File: src/rtl/frc_release_arbiter.sv
// Merges per-PE force-release streams through small FIFOs and a round-robin arbiter onto one
// registered valid/ready output. Optional ARB_STATS_EN adds grant/stall counters.
module frc_release_arbiter #(
  parameter int unsigned NUM_PE       = 4,
  parameter int unsigned FIFO_DEPTH   = 8,
  parameter int unsigned AFULL_THRESH = 4,
  parameter int unsigned DATA_W       = 32,
  parameter int unsigned NODE_W       = 8,
  localparam int unsigned PE_W        = (NUM_PE > 1) ? $clog2(NUM_PE) : 1,
  localparam int unsigned PTR_W       = $clog2(FIFO_DEPTH),
  localparam int unsigned CNT_W       = PTR_W + 1
) (
  input  logic                     clk,
  input  logic                     rst,
  input  logic [NUM_PE*DATA_W-1:0] i_frc,
  input  logic [NUM_PE*NODE_W-1:0] i_node_id,
  input  logic [NUM_PE-1:0]        i_valid,
  output logic [DATA_W-1:0]        o_frc,
  output logic [NODE_W-1:0]        o_node_id,
  output logic [PE_W-1:0]          o_src_pe,
  output logic                     o_valid,
  input  logic                     i_ready,
  output logic [NUM_PE-1:0]        o_back_pressure,
  output logic [NUM_PE-1:0]        o_overflow,
`ifdef ARB_STATS_EN
  output logic [NUM_PE*32-1:0]     o_grant_cnt,
  output logic [31:0]              o_stall_cycles,
`endif
  output logic                     o_all_empty
);

  localparam int unsigned ENTRY_W = NODE_W + DATA_W;

  logic [ENTRY_W-1:0] mem_q    [NUM_PE][FIFO_DEPTH];
  logic [PTR_W-1:0]   wr_ptr_q [NUM_PE];
  logic [PTR_W-1:0]   rd_ptr_q [NUM_PE];
  logic [CNT_W-1:0]   cnt_q    [NUM_PE];
  logic [CNT_W-1:0]   cnt_d    [NUM_PE];

  logic [PE_W-1:0]    rr_q, grant, scan_idx;
  logic [PE_W:0]      scan_sum;
  logic               found, load, all_empty_d;
  logic [NUM_PE-1:0]  pop, push, drop;
  logic [ENTRY_W-1:0] head;

  logic [DATA_W-1:0]  frc_q;
  logic [NODE_W-1:0]  node_q;
  logic [PE_W-1:0]    src_q;
  logic               valid_q, all_empty_q;
  logic [NUM_PE-1:0]  bp_q, ovf_q;

  // Round-robin scan: first non-empty FIFO at or after rr_q, cyclic.
  always_comb begin
    found    = 1'b0;
    grant    = '0;
    scan_sum = '0;
    scan_idx = '0;
    for (int i = 0; i < NUM_PE; i++) begin
      scan_sum = {1'b0, rr_q} + (PE_W + 1)'(i);
      if (scan_sum >= (PE_W + 1)'(NUM_PE)) scan_sum = scan_sum - (PE_W + 1)'(NUM_PE);
      scan_idx = scan_sum[PE_W-1:0];
      if (!found && cnt_q[scan_idx] != '0) begin
        found = 1'b1;
        grant = scan_idx;
      end
    end
    load = found && (!valid_q || i_ready);
    head = mem_q[grant][rd_ptr_q[grant]];
  end

  // A full FIFO still accepts when it is popped in the same cycle.
  always_comb begin
    all_empty_d = !(load || (valid_q && !i_ready));
    for (int k = 0; k < NUM_PE; k++) begin
      pop[k]   = load && (grant == PE_W'(k));
      push[k]  = i_valid[k] && ((cnt_q[k] != CNT_W'(FIFO_DEPTH)) || pop[k]);
      drop[k]  = i_valid[k] && !push[k];
      cnt_d[k] = cnt_q[k] + CNT_W'(push[k]) - CNT_W'(pop[k]);
      if (cnt_d[k] != '0) all_empty_d = 1'b0;
    end
  end

  always_ff @(posedge clk) begin
    for (int k = 0; k < NUM_PE; k++) begin
      if (push[k]) mem_q[k][wr_ptr_q[k]] <= {i_node_id[k*NODE_W +: NODE_W],
                                             i_frc[k*DATA_W +: DATA_W]};
    end
  end

  always_ff @(posedge clk) begin
    if (rst) begin
      for (int k = 0; k < NUM_PE; k++) begin
        wr_ptr_q[k] <= '0;
        rd_ptr_q[k] <= '0;
        cnt_q[k]    <= '0;
      end
      rr_q        <= '0;
      valid_q     <= 1'b0;
      frc_q       <= '0;
      node_q      <= '0;
      src_q       <= '0;
      bp_q        <= '0;
      ovf_q       <= '0;
      all_empty_q <= 1'b1;
    end else begin
      for (int k = 0; k < NUM_PE; k++) begin
        if (push[k]) wr_ptr_q[k] <= wr_ptr_q[k] + 1'b1;
        if (pop[k])  rd_ptr_q[k] <= rd_ptr_q[k] + 1'b1;
        cnt_q[k] <= cnt_d[k];
        bp_q[k]  <= (cnt_q[k] >= CNT_W'(AFULL_THRESH));
      end
      ovf_q <= ovf_q | drop;
      if (load) begin
        valid_q <= 1'b1;
        frc_q   <= head[DATA_W-1:0];
        node_q  <= head[ENTRY_W-1:DATA_W];
        src_q   <= grant;
        rr_q    <= (grant == PE_W'(NUM_PE - 1)) ? '0 : grant + 1'b1;
      end else if (i_ready) begin
        valid_q <= 1'b0;
      end
      all_empty_q <= all_empty_d;
    end
  end

`ifdef ARB_STATS_EN
  logic [31:0] gcnt_q [NUM_PE];
  logic [31:0] stall_q;

  always_ff @(posedge clk) begin
    if (rst) begin
      for (int k = 0; k < NUM_PE; k++) gcnt_q[k] <= '0;
      stall_q <= '0;
    end else begin
      if (valid_q && i_ready && gcnt_q[src_q] != '1) gcnt_q[src_q] <= gcnt_q[src_q] + 1'b1;
      if (valid_q && !i_ready && stall_q != '1) stall_q <= stall_q + 1'b1;
    end
  end

  always_comb begin
    o_grant_cnt = '0;
    for (int k = 0; k < NUM_PE; k++) o_grant_cnt[k*32 +: 32] = gcnt_q[k];
  end
  assign o_stall_cycles = stall_q;
`endif

  assign o_frc           = frc_q;
  assign o_node_id       = node_q;
  assign o_src_pe        = src_q;
  assign o_valid         = valid_q;
  assign o_back_pressure = bp_q;
  assign o_overflow      = ovf_q;
  assign o_all_empty     = all_empty_q;

endmodule
File: config.mk
export PLATFORM = sky130hd
export DESIGN_NAME = frc_release_arbiter
export DESIGN_NICKNAME = d
export VERILOG_FILES = /design/src/rtl/frc_release_arbiter.sv
export SDC_FILE = /design/constraint.sdc
export NUM_CORES = 2
export LEC_CHECK = 0
export CORE_MARGIN = 2
export CORE_UTILIZATION = 50
export DETAILED_ROUTE_END_ITERATION = 8
export DONT_BUFFER_PORTS = 1
export HOLD_SLACK_MARGIN = 0.08
export PLACE_DENSITY = 0.79
export SYNTH_ARGS = -nofsm -noshare
export SYNTH_HDL_FRONTEND = slang
export SYNTH_SLANG_ARGS = --single-unit
File: constraint.sdc
create_clock -name clk -period 6.5 [get_ports clk]
set_clock_uncertainty 0.05 [all_clocks]
set_input_delay 0.325 -clock clk [delete_from_list [all_inputs] [get_ports clk]]
set_output_delay 0.325 -clock clk [all_outputs]
set_load 0.02 [all_outputs]
# --- After elaboration in Yosys (flattened, before gate mapping) ---
# Memory sizes are Yosys's and may differ from the RTL's.
# Cells that the tools add are included.
op_classes:
  add_sub_neg: 24
  shift: 0
  n_bitwise: 18
  eq_ne: 7
  n_div: 0
  n_mux: 73
  reduce_logical: 47
  order_cmp: 17
  mul: 0
op_table:
  columns: ["cell", "n"]
  rows:
  - ["2-to-1 mux 320 bit", 4]
  - ["demux 40 bit (select 3 bit)", 4]
  - ["2-to-1 mux 40 bit", 6]
  - ["binary-select mux 40 bit (select 3 bit)", 1]
  - ["2-to-1 mux 1 bit", 37]
  - ["nonzero test 4 bit", 8]
  - ["adder 3 x 1 -> 3 bit, second input constant", 8]
  - ["2-to-1 mux 3 bit", 8]
  - ["logical AND 1 bit", 21]
  - ["greater-or-equal comparator 4 bit, second input constant", 5]
  - ["inverter 3 -> 4 bit", 5]
  - ["2-to-1 mux 2 bit", 9]
  - ["adder 4 x 1 -> 4 bit", 4]
  - ["greater-or-equal comparator 4 x 3 -> 1 bit, second input constant", 4]
  - ["less-than comparator 4 x 1 -> 1 bit, second input constant", 4]
  - ["2-to-1 mux 4 bit", 4]
  - ["!= test 4 bit, second input constant", 4]
  - ["subtractor 4 x 1 -> 4 bit", 4]
  - ["bitwise OR 1 bit", 12]
  - ["logical NOT 1 bit", 10]
  - ["greater-or-equal comparator 3 bit, second input constant", 3]
  - ["subtractor 2 x 1 -> 2 bit, second input constant", 4]
  - ["adder 2 x 2 -> 3 bit, second input constant", 2]
  - ["logical OR 1 bit", 6]
  - ["8 further kinds", 9]
totals:
  memories: 4
  register_bits: 54
  latchBits: 0
  wordCells: 198
  mem_bits_ro: 0
  output_inout_bits: 52
  mem_bits_rw: 1320
mem_list:
  columns: ["memory", "words", "word_bits", "read_ports", "rd_clocked_by_memory_dff", "write_ports", "line_no", "rtl"]
  rows:
  - ["mem_q", 4, 320, 1, 0, 4, "34", "logic [ENTRY_W-1:0] mem_q [NUM_PE][FIFO_DEPTH];"]
  - ["cnt_q", 4, 4, 8, 0, 4, "37", "logic [CNT_W-1:0] cnt_q [NUM_PE];"]
  - ["rd_ptr_q", 4, 3, 5, 0, 4, "36", "logic [PTR_W-1:0] rd_ptr_q [NUM_PE];"]
  - ["wr_ptr_q", 4, 3, 4, 0, 4, "35", "logic [PTR_W-1:0] wr_ptr_q [NUM_PE];"]

# --- Longest topological paths before layout ---
# An unclocked memory read counts as a cell.
logic_depth:
  depth_word: 25
  depth_mapped: 22
  mapped_depth_nobuf: 18

# --- Worst setup path before layout ---
# OpenSTA, ideal clock, no wires.
synth_path:
  kind: "register to register"
  startpoint: "memory cnt_q[2][1] (netlist name)"
  endpoint: "memory mem_q[2][280] (netlist name) (enable)"
  arrival_time_ps: 6066
  synth_period_minus_slack_ps: 6603
  path_slack_ps: -103
  path_stages_with_launch: 16
  path_buffers: 4
  t_required_ps: 5963
  setup_ps: 487
  cell_sequence: "dfxtp_1 or4_1 mux4_2 o31ai_1 and2_1 buf_4 buf_4 clkbuf_1 buf_2 ha_1 nand2_1 nand3_1 nand2_1 inv_1 nand2b_1 nor3_1"
synth_lines:
  columns: ["item", "line_no"]
  rows:
  - ["start: declaration", "37"]
  - ["end: declaration", "34"]

==> impl_metrics.yaml <==
sta:
  min_period_ns: 5.320
  timing.final.ws_setup_ns: 1.180
  period_share_pct: 81.84
  setup_viol: 0
  max_clock_freq_ghz: 0.1880
  setup-tns-final_ns: 0
  final-hold-violation-count: 0
  hold_ws_ns: 0.3137
  drv_slew: 0
  rsz0062_at_grt: "no"
  worst_slew_pin_slew_ns: 1.343
  relSlewSlack_pct: 10.44
final_layout:
  layout_common_cells: "edfxtp_1 (1,304), nand2_1 (1,015), a31oi_1 (322)"
  area_growth_pct: 14.77
  layout-drive-gt1-share_pct: 7.867
  final_cells: 5652
  stdcell_area_sq_um: 63020
  regArea_sq_um: 40600
  final_common_cell: "edfxtp_1"
  fill_cells: 7954
  multi_input_area_sq_um: 13310
  fin_nets: 4313
run_status:
  outcome: "finished clean"
setup_path:
  cp.required_ns: 7.10
  worst_r2r_path_depth: 11
  crit_slowest_cell: "o21a_4"
  cp-start-kind: "flip-flop"
  slowest_delay_ns: 0.90
  reg2reg_slack_ns: 1.18
  critPathMaxFanout: 199
  path_cells: "or4_1 > mux4_2 > o31ai_4 > and2_4 > buf_12 > mux2i_1 > o21a_4 > buf_12 > mux2i_1 > a221o_1 > o31ai_1"
  path_class: "reg -> reg"
  r2r_start: "cnt_q[2][1]$_SDFF_PP0_"
  rr_endpoint: "o_frc[27]$_SDFFE_PP0P_"
  critPathTopFamily: "compound AO/OA/AOI/OAI gates"
  critPathBufInv: 2
  cp.arrival_ns: 5.92
  critPathCaptureType: "flip-flop"
synthesis:
  postSynthAreaPerCell_sq_um: 13.68
  synth_top_family_by_area: "simple AND/OR/NAND/NOR gates"
  yosysWarnings: 0
  ys_types: 51
  ys_ff_latch: 1376
  yosysTopAreaCell: "edfxtp_1"
  synthXorXnorAreaFrac_pct: 0.2552
  synth_fa_ha_area_share_pct: 0.9662
  dominantRegCellSynth: "edfxtp_1"
  syn_nets: 4222
  synth_edf_count: 1304
  synth_compound_area_share_pct: 8.926
  synth-async-reset-ratio_pct: 0
  postSynthCellCount: 4015
  synthSimpleGateAreaFrac_pct: 11.78
  synth_top_area_share_pct: 71.32
  syn_area_sq_um: 54910
  ys_seq_area_share_pct: 73.94
  muxShareOfSynthArea_pct: 1.654
  netlist_top_cells_area: "edfxtp_1 (71%), nand2_1 (6.9%), a31oi_1 (3.7%), and3_1 (2.8%), dfxtp_1 (2.6%)"
drt:
  drcViolationCount: 0
  drt_first_pass_iters: 6
  wirelength_microns: 165800
  avgRoutedWirePerCell_microns: 29.33
  num_vias: 36922
  drt_iter0_markers: 6486
  ant_nets: 0
  via_per_inst: 6.533
clock_network:
  clockBufferDepth: 3
  cts_made_buffers: 139
  clock_latency_ns: 0.77
  hold_buffers: 168
  htree_num_levels: 4
  postCtsSetupBuffers: 0
  clkTransAtPathRegs_ns: 0.06
  cts_tree: "built"
  cts_resized: 0
  cts_root_buf: "clkbuf_16"
  cts.sinks: 1376
power_and_ir_drop:
  internal_power_uw: 20580
  vdd_ir_drop_max_mv: 0.8305
  seq_power_share_pct: 30.7
  p_sw_uw: 15640
  p_per_area_nw_per_um2: 574.8
  comb_power_share_pct: 47.0
  p_leak_uw: 0.02187
  swShare_pct: 43.18
  clockPowerShare_pct: 22.3
job:
  maxCapViolations: 0
grt:
  grt.met2_usage_pct: 46.03
  grt_usage_pct: 29.15
  grt_max_degree: 215
  grt_antenna_before_repair: 24
  grt_pass1_wl_microns: 239800
  grtUsageMet1_pct: 38.23
  globalRouteMet3Util_pct: 7.392
  busiest_layer: "met2"
  gr-total-overflow: 0
  first_global_vias: 36022
floorplanning:
  die_y_microns: 335.4
  initial_core_util_pct: 50.44
  die_area_sq_um: 112500
  core_area_sq_um: 108900
  die_x_microns: 335.4
  num_rows: 121
  ios: 219
worst_hold_path:
  hold_class: "in -> reg"
  min_path_cells: 3
  hp-start: "i_valid[0]"
  min_to: "o_overflow[0]$_SDFF_PP0_"
placed_design:
  hpwl_microns: 86350
  dp_cells: 5211
  dpl-instance-area_sq_um: 56660
  place_congestion: 0.8371
  dp_slack_ns: 1.170
  port_buffers: 0
metal layers:
layer,up-vias,wire (microns)
li1,15431,-
met1,17989,57200
met2,2950,78130
met3,534,22790
met4,18,7582
met5,-,95
state kept, by name (all words and copies together) (netlist names), named ones only:
signal / cells
cnt_q: 16
mem_q: 1280
o_all_empty: 1
o_back_pressure: 4
o_frc: 32
o_node_id: 8
o_overflow: 4
o_src_pe: 2
o_valid: 1
rd_ptr_q: 12
rr_q: 2
wr_ptr_q: 12
worst min-delay path: stages:
cell and delay [ns]:
dlygate4sd3_1 0.55, a41oi_1 0.10, nor2_1 0.09
cells by family after synthesis:
family                     count (synthesis)
AOI/OAI and AO/OA                        681
xor gates and xnor gates                  16
adders and majority gates                 40
buffers and inverters                    334
DFF                                     1376
muxes                                     88
and+or+nand+nor                         1480
how the worst max path moves through the flow:
stage                           startpoint  cells past startpoint                endpoint
finish              cnt_q[2][1]$_SDFF_PP0_                     11  o_frc[27]$_SDFFE_PP0P_
global route        cnt_q[2][1]$_SDFF_PP0_                     12   o_frc[4]$_SDFFE_PP0P_
CTS                 cnt_q[2][1]$_SDFF_PP0_                     11  o_frc[28]$_SDFFE_PP0P_
detailed placement  cnt_q[2][1]$_SDFF_PP0_                     11  o_frc[28]$_SDFFE_PP0P_
global placement    cnt_q[2][1]$_SDFF_PP0_                     11  o_frc[28]$_SDFFE_PP0P_
floorplan           cnt_q[2][1]$_SDFF_PP0_                     15  mem_q[2][40]$_DFFE_PP_
power by group through the flow:
| stage | clock [uW] | combinational [uW] | sequential (uW) |
|---|---|---|---|
| finish | 8060 | 17000 | 11100 |
| global route | 8460 | 18100 | 11200 |
| CTS | 8100 | 16600 | 11100 |
| detailed placement | 0 | 16200 | 11300 |
| global placement | 0 | 15800 | 11300 |
| floorplan | 0 | 11700 | 11100 |
synth_stat cells, drive strengths merged, types with 6 or more instances:
| cell type | n |
|---|---|
| nor4 | 7 |
| clkbuf | 206 |
| a21oi | 6 |
| nor3 | 20 |
| nor2 | 57 |
| a211oi | 167 |
| a221oi | 78 |
| o31ai | 42 |
| a31oi | 323 |
| nand3 | 86 |
| edfxtp | 1304 |
| ha | 36 |
| a221o | 39 |
| inv | 41 |
| nor3b | 10 |
| nor2b | 8 |
| and3 | 244 |
| xnor2 | 15 |
| dfxtp | 72 |
| mux2i | 84 |
| nand2b | 21 |
| nand2 | 1016 |
| buf | 87 |
cell type report:
class | instances | share of cell area [%]
diodes | 18 | 0.07148
clock buffers | 186 | 6.157
clock inverters | 69 | 1.166
inverters | 41 | 0.2641
multi-input cells | 2305 | 21.12
flip-flops and latches | 1376 | 64.43
well taps | 1414 | 2.808
repair buffers | 243 | 3.987
stage by stage:
stage	power [uW]	util (%)
2_1_floorplan	22870	-
3_3_place_gp	27070	52.05
3_5_place_dp	27490	52.05
4_1_cts	35810	57.85
5_1_grt	37760	57.87
6_report	36220	57.89
No activity file was read; power rests on OpenSTA's default activity.
